### config.mk
export PLATFORM = sky130hd
export DESIGN_NAME = alt_digit_diff
export DESIGN_NICKNAME = d
export VERILOG_FILES = /design/src/rtl/div_mod_pkg.sv /design/src/rtl/alt_digit_diff.sv
export SDC_FILE = /design/constraint.sdc
export NUM_CORES = 1
export LEC_CHECK = 0
export ABC_AREA = 1
export BUFFER_PORTS_ARGS = -buffer_cell sky130_fd_sc_hd__buf_4
export CORE_MARGIN = 10
export CORE_UTILIZATION = 25
export DETAILED_ROUTE_END_ITERATION = 10
export MAX_ROUTING_LAYER = met4
export PLACE_DENSITY = 0.51
export SKIP_LAST_GASP = 1
export SYNTH_ARGS = -nofsm -noshare
export SYNTH_HDL_FRONTEND = slang
export SYNTH_SLANG_ARGS = --single-unit
### constraint.sdc
create_clock -name vclk -period 3.8
set_clock_uncertainty 0.2 [all_clocks]
set_input_delay 0.38 -clock vclk [all_inputs]
set_output_delay 0.38 -clock vclk [all_outputs]
set_load 0.02 [all_outputs]
### src/rtl/div_mod_pkg.sv
// Shared types and helpers for the iterative mod-3 / mod-5 divisibility checker.
//   state_t    : FSM states of the checker (IDLE, REDUCE, DONE)
//   MODE_MOD3  : mode encoding for a mod-3 test
//   MODE_MOD5  : mode encoding for a mod-5 test
//   mod_of()   : modulus selected by a mode bit
package div_mod_pkg;

    typedef enum logic [1:0] {
        IDLE   = 2'd0,
        REDUCE = 2'd1,
        DONE   = 2'd2
    } state_t;

    localparam logic MODE_MOD3 = 1'b0;
    localparam logic MODE_MOD5 = 1'b1;

    function automatic logic [2:0] mod_of(input logic mode);
        return (mode == MODE_MOD5) ? 3'd5 : 3'd3;
    endfunction

endpackage

### src/rtl/alt_digit_diff.sv
// One alternating-digit-sum reduction step, purely combinational.
//   val  in  DATA_LEN  value to reduce
//   mode in  1         MODE_MOD3: base-2 digits, MODE_MOD5: base-4 digits
//   diff out DATA_LEN  |E - O|, E/O = sum of even-/odd-index digits
// The operand is walked as 2-bit pairs and each pair feeds one term into the even
// sum and one into the odd sum, so a single pair of adder chains serves both moduli.
// Sums are kept at full DATA_LEN width; their maximum (3*DATA_LEN/4) always fits.
module alt_digit_diff
    import div_mod_pkg::*;
#(
    parameter int unsigned DATA_LEN = 8
) (
    input  logic [DATA_LEN-1:0] val,
    input  logic                mode,
    output logic [DATA_LEN-1:0] diff
);

    logic [DATA_LEN-1:0] e_sum;
    logic [DATA_LEN-1:0] o_sum;

    always_comb begin
        e_sum = '0;
        o_sum = '0;
        for (int i = 0; i < int'(DATA_LEN / 2); i++) begin
            if (mode == MODE_MOD5) begin
                // Pair i is base-4 digit i; its index parity picks the sum.
                if ((i % 2) == 0) begin
                    e_sum = e_sum + DATA_LEN'(val[2*i +: 2]);
                end else begin
                    o_sum = o_sum + DATA_LEN'(val[2*i +: 2]);
                end
            end else begin
                // Pair i holds base-2 digit 2i (even) and 2i+1 (odd).
                e_sum = e_sum + DATA_LEN'(val[2*i]);
                o_sum = o_sum + DATA_LEN'(val[2*i+1]);
            end
        end
        diff = (e_sum >= o_sum) ? (e_sum - o_sum) : (o_sum - e_sum);
    end

endmodule

; ---- Word-level counts from Yosys, hierarchy flattened
; Index checks and enable logic that the tools add are counted.
[classes]
add_sub_neg = 11
n_lt_le_gt_ge = 1
mux = 9
[ops]
columns = operator, n
row1 = 8-bit two-way mux, 7
row2 = 8-bit by 1-bit adder with 8-bit output, 6
row3 = 8-bit by 2-bit adder with 8-bit output, 3
row4 = 8-bit subtractor, 2
row5 = 8-bit greater-or-equal comparator, 1
row6 = 2-bit two-way mux, 1
row7 = 1-bit two-way mux, 1
[totals]
register_bits = 0
in_bits = 9
output_inout_bits = 8

; ---- Longest topological paths before layout
; Gate-level depths: netlist of run 1.
[logic_depth]
ltp_word = 9
depth_mapped = 22
mapped_depth_nobuf = 22

; ---- Least setup slack after synthesis of run 1
; Ideal clock, no wire load.
[synth_timing]
path_type = in2out
startpoint = input port mode
endpoint = output port diff[2]
t_arrival_ps = 3808
required_ps = 3220
path_slack_ps = -588
stages = 16
path_buffers = 1
cell_sequence = buf_2 -> nor2_1 -> ha_1 -> nor2_1 -> nor2_1 -> ha_1 -> ha_1 -> nor2_1 -> nor2_1 -> fa_1 -> inv_1 -> fa_1 -> a21oi_1 -> fa_1 -> o21ai_4 -> o21ai_0
[synth_between]
elab_chain_cells = 9
elab_cells_between_ends = 21
classes_between = add/sub: 11 / order compare: 1 / mux: 9
[synth_rtl]
columns = item, line_no
row1 = from (decl), alt_digit_diff.sv:14  ; input logic mode,
row2 = 1-bit two-way mux / 2-bit two-way mux (equally long branches), alt_digit_diff.sv:25  ; if (mode == MODE_MOD5) begin
row3 = 8-bit by 1-bit adder with 8-bit output (tied with other cells), alt_digit_diff.sv:35  ; o_sum = o_sum + DATA_LEN'(val[2*i+1]);
row4 = 8-bit two-way mux, alt_digit_diff.sv:25
row5 = 8-bit by 1-bit adder with 8-bit output (tied with other cells), alt_digit_diff.sv:35
row6 = 8-bit two-way mux, alt_digit_diff.sv:25
row7 = 8-bit by 1-bit adder with 8-bit output (tied with other cells), alt_digit_diff.sv:35
row8 = 8-bit two-way mux, alt_digit_diff.sv:25
row9 = 8-bit subtractor / 8-bit greater-or-equal comparator (equally long branches), alt_digit_diff.sv:38  ; diff = (e_sum >= o_sum) ? (e_sum - o_sum) : (o_sum - e_sum);
row10 = 8-bit two-way mux (*), alt_digit_diff.sv:38
row11 = to (decl), alt_digit_diff.sv:15  ; output logic [DATA_LEN-1:0] diff
; Mark *: on every way between the ends. The rest lies on a longest branch, timed or not.

; ---- Worst setup path in the final report of run 1
[layout_timing]
startpoint = input port mode
endpoint = output port diff[5]
; Same word-level chain as after synthesis.

==> flow_summary.json, run 1 <==
{
  "hold_viol": 0,
  "ys_seq_area_frac": 0,
  "final_cells": 251,
  "crit_family": "adder cells",
  "crit_chain": "buf_6, nor2_4, ha_4, nor2_4, nor2_2, ha_2, nor2_2, nor2_2, ha_2, fa_2, xnor2_2, ha_1, nand2_2, inv_2, a21oi_2, fa_2, buf_6, o21ai_4, nand3_2, nand2_2, buf_6",
  "slowest_delay_ns": 0.37,
  "n_clock_buffer": 0,
  "synth_mux_area_frac": 0,
  "failed_checks": "setup timing",
  "synth_top_cell_by_area": "ha_1",
  "yosysWarnings": 0,
  "antenna_cells": 0,
  "postPlaceCellArea_um2": 1300,
  "critPathSlowestCell": "fa_2",
  "ctsHoldBuffers": 0,
  "ioPinCount": 17,
  "rsz0062_at_grt": "yes",
  "critical_path_class": "in2out",
  "seq_cell_count": 0,
  "vias": 1068,
  "cap_viol_max_count": 0,
  "synth_area_leaders": "ha_1 29%, nand2_1 18%, inv_1 12%, fa_1 11%, nor2_1 7.5%",
  "peakVddDrop_v": 0.000144,
  "synth_area_um2": 898,
  "final_nets": 242,
  "first_pass_iters": 4,
  "crit_buf_inv": 4,
  "grt_first_pass_wirelength_um": 4310,
  "core-area_um2": 3420,
  "outcome": "finished, violations left",
  "ys_types": 17,
  "grt_use_total": 0.0797,
  "finalWirelength_um": 2530,
  "fmax_mhz": 241,
  "arrival_ns": 3.57,
  "dp.cells": 239,
  "synth_xor_area_frac": 0.0390,
  "register_area_um2": 0,
  "fin_crit_sh": 1.09,
  "wl_per_cell_um": 10.1,
  "portBuffers": 17,
  "final_area_um2": 1620,
  "dieArea_um2": 6390,
  "critPathLaunch": "mode",
  "start_util": 0.263,
  "drtAntennaViolNets": 0,
  "cp.depth": 21,
  "synth.avg_cell_area_um2": 6.07,
  "fp.dieH_um": 79.9,
  "rows": 21,
  "synth_top_family_by_area": "adder cells",
  "drive_above_1_share": 0.478,
  "grt_max_degree": 16,
  "min_period_ns": 4.15,
  "power.density_nw_per_um2": 392,
  "crit_fanout": 8,
  "grt_pass1_vias": 1057,
  "timing.hold.ws_ns": 1.30,
  "final_common_cell": "buf_4",
  "finalSetupViolCount": 7,
  "cp-endpoint": "diff[5]",
  "critPathRequiredTime_ns": 3.22,
  "drt-initial-drc-count": 19,
  "synth_cells": 148,
  "routabilityCongestion": 0.806,
  "drv_slew": 0,
  "critPathCaptureType": "output pin",
  "synth-simple-area-share": 0.331,
  "overflow": 0,
  "syn_to_final_growth_pct": 79.9,
  "finalSetupTns_ns": -2.21,
  "drc": 0,
  "synthAdderAreaFrac": 0.404,
  "power_leakage_nw": 0.858,
  "final_cell_mix": "45 x buf_4, 35 x nand2_1, 26 x inv_1, 13 x ha_1, 9 x buf_6",
  "die_x_um": 79.9,
  "routed_via_density": 4.25,
  "synth_compound_area_frac": 0.0850,
  "antenna_found_initial": 0,
  "hp-class": "in2out",
  "setup_ws_ns": -0.347,
  "hpwl_um": 2090,
  "netlist.area_leader.share": 0.292,
  "cp-start-kind": "input port"
}
==> logic make-up (layout without fill, tap and decap cells) <==
family | after synthesis | in the layout
AND/OR/NAND/NOR | 72 | 72
buffers and inverters | 31 | 84
adder cells (fa/ha/maj) | 26 | 26
AO/OA/AOI/OAI | 13 | 13
XOR/XNOR | 4 | 4
other | 2 | 6
==> power breakdown <==
group / internal, mW / leakage [nW] / switching (mW)
logic: 0.310 / 0.858 / 0.324
clock network: 0 / 0 / 0
registers: 0 / 0 / 0
==> metrics by stage <==
stage / setup WS (ns) / utilization / power [mW]
2_1_floorplan: -0.0318 / - / 0.324
3_3_place_gp: -0.565 / 0.380 / 0.525
3_5_place_dp: -0.683 / 0.380 / 0.530
4_1_cts: -0.362 / 0.442 / 0.607
5_1_grt: -0.551 / 0.473 / 0.708
6_report: -0.347 / 0.473 / 0.634
==> cell type report <==
type               instances  area, um^2
fillers                  347        1800
multi-input cells        121         993
repair buffers            55         454
inverters                 29         111
well taps                 46        57.6
==> cell usage after synthesis <==
cell type / count
conb_1: 2
xnor2_1: 2
inv_2: 1
inv_1: 28
nand2_2: 1
a21oi_1: 7
nand3_2: 2
fa_1: 5
and3_1: 1
buf_2: 2
nand3_1: 8
o21ai_0: 5
o21ai_4: 1
xor2_1: 2
nor2_1: 18
ha_1: 21
nand2_1: 42
==> what timing repair did <==
item / 4_1_cts / 5_1_grt
resized for setup: 39 / 13
setup buffers: 8 / 6
cloned: 0 / 0
hold endpoints to repair: 0 / 0
setup endpoints to repair: 7 / 7
pin swaps: 24 / 22
==> worst min-delay path by stage <==
stage | start | end | slack [ns] | cells past startpoint
floorplan | mode | diff[0] | 0.94 | 4
global placement | val[7] | diff[0] | 1.29 | 7
detailed placement | val[7] | diff[0] | 1.29 | 7
CTS | val[7] | diff[0] | 1.29 | 7
global route | val[7] | diff[0] | 1.38 | 7
finish | val[7] | diff[0] | 1.30 | 7
==> per-layer routing <==
layer	global-route usage	vias to the layer above	routed length, um
met3	0.00676	0	94
met5	-	-	0
li1	-	565	-
met2	0.163	17	1370
met1	0.0836	486	1060
met4	0	0	0
No activity file was read; power rests on OpenSTA's default activity.
==> inputs of run 2 (changes only) <==
==> constraint.sdc (replaced) <==
create_clock -name vclk -period 3.8
set_clock_uncertainty 0.2 [all_clocks]
set_input_delay 0.19 -clock vclk [all_inputs]
set_output_delay 0.19 -clock vclk [all_outputs]
set_load 0.02 [all_outputs]
==> run 2 against run 1 <==
  * The run still ends with setup timing left
  * Design area decreased by 7.0%
  * Global-route usage shrank 0.28 points
  * Count of clock-buffer cells in the layout did not move
  * Utilization shrank 3.3 points
  * Die area did not move
  * Sequential cell count is the same
  * Combinational power down 6.5%
  * Non-clock buffer count down 12
  * First-iteration DRC count rose by 95%
  * Critical path depth did not move
  * Sequential share of layout area unchanged
  * Largest power group unchanged
==> flow_summary.json, run 2 (same netlist as run 1, synthesis figures left out) <==
{
  "outcome": "finished, violations left",
  "failed_checks": "setup timing",
  "min_period_ns": 3.80,
  "portBuffers": 17,
  "arrival_ns": 3.41,
  "fp.dieH_um": 79.9,
  "cp-start-kind": "input port",
  "antenna_found_initial": 0,
  "critical_path_class": "in2out",
  "drc": 0,
  "power_frac_comb": 1.000,
  "register_area_um2": 0,
  "finalPower_mw": 0.593,
  "final_nets": 230,
  "crit_buf_inv": 4,
  "rows": 21,
  "fmax_mhz": 263,
  "whs_path_depth": 7,
  "rsz0062_at_grt": "yes",
  "hold_end": "diff[0]",
  "slowest_delay_ns": 0.40,
  "ctsHoldBuffers": 0,
  "overflow": 0,
  "grt_use_total": 0.0769,
  "power_leakage_nw": 0.797,
  "switching_share": 0.529,
  "crit_path_frequent_cell": "nor2_4",
  "critPathRequiredTime_ns": 3.41,
  "final_common_cell": "nand2_1",
  "met3WireLength_um": 96,
  "hp-class": "in2out",
  "wl_met2_um": 1240,
  "cap_viol_max_count": 0,
  "grt_pass1_vias": 977,
  "critPathSlowestCell": "fa_2",
  "die_x_um": 79.9,
  "peakVddDrop_v": 0.000144,
  "critPathCaptureType": "output pin",
  "power_frac_seq": 0,
  "vias": 1019,
  "syn_to_final_growth_pct": 67.3,
  "finalWirelength_um": 2360,
  "drt-met1-wl_um": 1020,
  "finalSetupTns_ns": -0.00425,
  "drtAntennaViolNets": 0,
  "dieArea_um2": 6390,
  "min_from": "val[7]",
  "seq_cell_count": 0,
  "routed_via_density": 4.26,
  "p_sw_mw": 0.314,
  "power.internal_mw": 0.279,
  "power.density_nw_per_um2": 394,
  "final_cell_mix": "37 x nand2_1, 36 x buf_4, 25 x inv_1, 14 x ha_1, 8 x nor2_4",
  "crit_family": "adder cells",
  "crit_chain": "buf_8, nor2_4, ha_4, nor2_4, nor2_4, ha_4, nor2_4, nor2_2, ha_2, fa_2, xnor2_2, ha_1, nand2_2, inv_2, a21oi_2, fa_2, buf_6, o21ai_4, nand3_2, nand2_2, buf_6",
  "drt-initial-drc-count": 37,
  "hpwl_um": 2030,
  "drive_above_1_share": 0.425,
  "wl_per_cell_um": 9.89,
  "first_pass_iters": 3,
  "setup_ws_ns": -0.00425,
  "num-fill-cells": 360,
  "finalSetupViolCount": 1,
  "antenna_cells": 0,
  "drv_slew": 0,
  "fin_crit_sh": 1.00,
  "routabilityCongestion": 0.823,
  "hold_viol": 0,
  "multi_input_area_um2": 983,
  "crit_fanout": 8,
  "ioPinCount": 17,
  "start_util": 0.263,
  "core-area_um2": 3420,
  "grt_first_pass_wirelength_um": 4150,
  "n_clock_buffer": 0,
  "dr.max_layer_used": "met3",
  "grt_max_degree": 16,
  "clkPwrFrac": 0
}
==> run 2: how the worst max path moves through the flow <==
stage,slack [ns],end,startpoint,cells past startpoint
after global placement,-0.19,diff[7],mode,23
after floorplan,0.35,diff[2],mode,17
final,-0.004,diff[7],mode,21
after global routing,-0.18,diff[7],mode,21
after CTS,0.001,diff[5],val[1],24
after detailed placement,-0.28,diff[5],mode,19
==> run 2: per-stage QoR <==
stage / cells / hold slack, ns / area (um^2) / worst slack, ns / utilization
2_1_floorplan: 152 / 0.563 / 926 / 0.348 / -
3_3_place_gp: 232 / 0.903 / 1240 / -0.194 / 0.364
3_5_place_dp: 232 / 0.905 / 1240 / -0.281 / 0.364
4_1_cts: 236 / 0.909 / 1400 / 0.00111 / 0.410
5_1_grt: 239 / 0.977 / 1500 / -0.178 / 0.440
6_report: 239 / 0.897 / 1500 / -0.00425 / 0.440
==> run 2: timing repair <==
item | in CTS | in global routing
endpoints found under the setup margin | 7 | 7
buffers inserted | 4 | 3
pin swaps | 17 | 29
resized for setup | 28 | 19
==> run 2: final cells by class <==
| cell class | instances | share of cell area |
|---|---|---|
| inverter | 29 | 0.0724 |
| timing repair buffer | 43 | 0.235 |
| tap | 46 | 0.0383 |
| multi-input combinational | 121 | 0.654 |
==> run 2: routing by layer <==
metal,track usage,vias to the layer above
met1,0.0875,465
met2,0.148,15
met5,-,-
met3,0.00676,0
met4,0,0
li1,-,539
==> run 2: worst min-delay path: stages <==
cell and delay, ns:
buf_4 0.08, nand2_1 0.05, nand2_1 0.06, ha_2 0.15, ha_1 0.18, inv_1 0.06, buf_4 0.15
==> run 2: power by group through the flow <==
stage	sequential, mW	clock (mW)	combinational, mW
global route	0	0	0.660
finish	0	0	0.593
CTS	0	0	0.560
floorplan	0	0	0.322
global placement	0	0	0.505
detailed placement	0	0	0.513
==> inputs of run 3 (changes only) <==
- ABC_AREA: 1 -> default
==> run 3 against run 2 <==
  * The run still ends with setup timing left
  * Routed wire length fell by 7.3%
  * Fmax down 13%
  * Count of clock-buffer cells in the layout stayed put
  * Via count is 17% lower
==> flow_summary.json, run 3 <==
{
  "peakVddDrop_v": 0.000125,
  "start_util": 0.268,
  "power.internal_mw": 0.357,
  "num-fill-cells": 290,
  "critPathRequiredTime_ns": 3.41,
  "grt_use_total": 0.0724,
  "crit_fanout": 4,
  "min_period_ns": 4.40,
  "failed_checks": "setup timing",
  "core-area_um2": 3130,
  "final_cell_mix": "39 x buf_4, 13 x inv_1, 10 x ha_4, 10 x ha_1, 9 x buf_6",
  "synth.most_common_cell": "ha_1",
  "n_clock_buffer": 0,
  "synth_area_um2": 840,
  "grt_pass1_vias": 931,
  "wl_per_cell_um": 11.1,
  "fp.dieH_um": 78.0,
  "overflow": 0,
  "die_x_um": 78.0,
  "clkPwrFrac": 0,
  "fin_crit_sh": 1.16,
  "power_frac_seq": 0,
  "critPathCaptureType": "output pin",
  "synth_area_leaders": "ha_1 31%, fa_1 12%, mux2_2 9.4%, inv_1 8.5%, xor2_1 4.2%",
  "drtAntennaViolNets": 0,
  "ctsHoldBuffers": 0,
  "routabilityCongestion": 0.763,
  "ys_types": 29,
  "arrival_ns": 4.01,
  "drt-initial-drc-count": 4,
  "portBuffers": 17,
  "grt_first_pass_wirelength_um": 3800,
  "antenna_cells": 0,
  "drv_slew": 0,
  "power_leakage_nw": 0.743,
  "synth_top_cell_by_area": "ha_1",
  "p_sw_mw": 0.318,
  "synthTopCellsByCount": "21 x ha_1, 19 x inv_1, 8 x nand2_1",
  "final_common_cell": "buf_4",
  "ys_seq_area_frac": 0,
  "synth_cells": 102,
  "power.density_nw_per_um2": 420,
  "yosysWarnings": 0,
  "final_nets": 191,
  "routed_via_density": 4.25,
  "timing.hold.ws_ns": 0.938,
  "drive_above_1_share": 0.623,
  "vias": 841,
  "cp-start-kind": "input port",
  "ioPinCount": 17,
  "drc": 0,
  "hp-class": "in2out",
  "critical_path_class": "in2out",
  "fmax_mhz": 228,
  "antenna_found_initial": 0,
  "finalWirelength_um": 2190,
  "first_pass_iters": 4,
  "hpwl_um": 1780,
  "power_frac_comb": 1.000,
  "grt_max_degree": 11,
  "cap_viol_max_count": 0,
  "register_area_um2": 0,
  "final_area_um2": 1610,
  "netlist.area_leader.share": 0.313,
  "finalSetupViolCount": 7,
  "postPlaceCellArea_um2": 1270,
  "rows": 20,
  "dieArea_um2": 6080,
  "syn_to_final_growth_pct": 91.5,
  "synth.avg_cell_area_um2": 8.23,
  "setup_ws_ns": -0.595,
  "outcome": "finished, violations left",
  "seq_cell_count": 0,
  "switching_share": 0.471,
  "rsz0062_at_grt": "yes",
  "hold_viol": 0
}
run 3: changes by cell type after synthesis, sizes merged, moves of 3 or more:
cell	before	now
nor2	18	1
inv	29	19
nand2	43	8
nand3	10	1
a21oi	7	3
mux2	0	7
mux2i	0	3
and2	0	3
run 3: worst max-delay path, stage by stage:
cell	delay, ns
buf_8	0.10
ha_4	0.22
mux2_4	0.28
ha_4	0.16
inv_2	0.04
fa_1	0.41
inv_2	0.09
ha_4	0.19
mux2_4	0.28
fa_2	0.40
a21o_1	0.20
a21oi_4	0.19
fa_2	0.26
nor3b_1	0.24
a211oi_1	0.09
o31a_1	0.19
buf_4	0.17
xor2_2	0.16
buf_6	0.13
run 3: path summary, 6_finish.rpt:
kind	startpoint	cells after the start	to	slack [ns]
setup / recovery	val[0]	19	diff[3]	-0.60
hold / removal	val[7]	6	diff[0]	0.94
run 3: area by class of cell:
type / count / area, um^2 / share of cell area
multi-input cells: 85 / 1060 / 0.658
repair buffers: 50 / 424 / 0.264
inverters: 19 / 71.3 / 0.0444
well taps: 44 / 55.1 / 0.0342
run 3: per-stage QoR:
| step | setup WS [ns] | util | std cells | TNS [ns] | power, mW |
|---|---|---|---|---|---|
| 6_report | -0.595 | 0.514 | 198 | -3.36 | 0.675 |
| 5_1_grt | -0.757 | 0.514 | 198 | -4.52 | 0.745 |
| 4_1_cts | -0.649 | 0.454 | 195 | -3.75 | 0.630 |
| 3_5_place_dp | -0.980 | 0.408 | 185 | -5.42 | 0.558 |
| 3_3_place_gp | -0.935 | 0.408 | 185 | -5.01 | 0.549 |
| 2_1_floorplan | -0.0400 | - | 106 | -0.0800 | 0.357 |
run 3: cell families (layout without fill, tap and decap cells):
family,count (synthesis),in the layout,synth area share
AOI/OAI and AO/OA,17,17,0.140
xor gates and xnor gates,5,5,0.0522
adders and majority gates,26,26,0.432
buffers and inverters,21,69,0.0939
muxes,10,10,0.130
other,2,6,0.00895
and+or+nand+nor,21,21,0.143
run 3: layer usage:
metal / vias to the layer above / wire length (um) / share of wire / GRT usage
li1: 440 / - / - / -
met1: 398 / 925 / 0.42 / 0.0794
met2: 3 / 1240 / 0.57 / 0.148
met3: 0 / 25 / 0.011 / 0.00230
met4: 0 / 0 / 0 / 0
met5: - / 0 / 0 / -
run 3: what timing repair did:
item                                    in CTS  in global routing
pin swaps                                   20                 20
gates resized for setup                     19                 28
setup buffers                               10                  4
endpoints found under the setup margin       7                  7
run 3: power groups by stage:
stage	Clock, mW	Combinational (mW)	Sequential [mW]
after CTS	0	0.630	0
after global routing	0	0.745	0
after detailed placement	0	0.558	0
after floorplan	0	0.357	0
final	0	0.675	0
after global placement	0	0.549	0
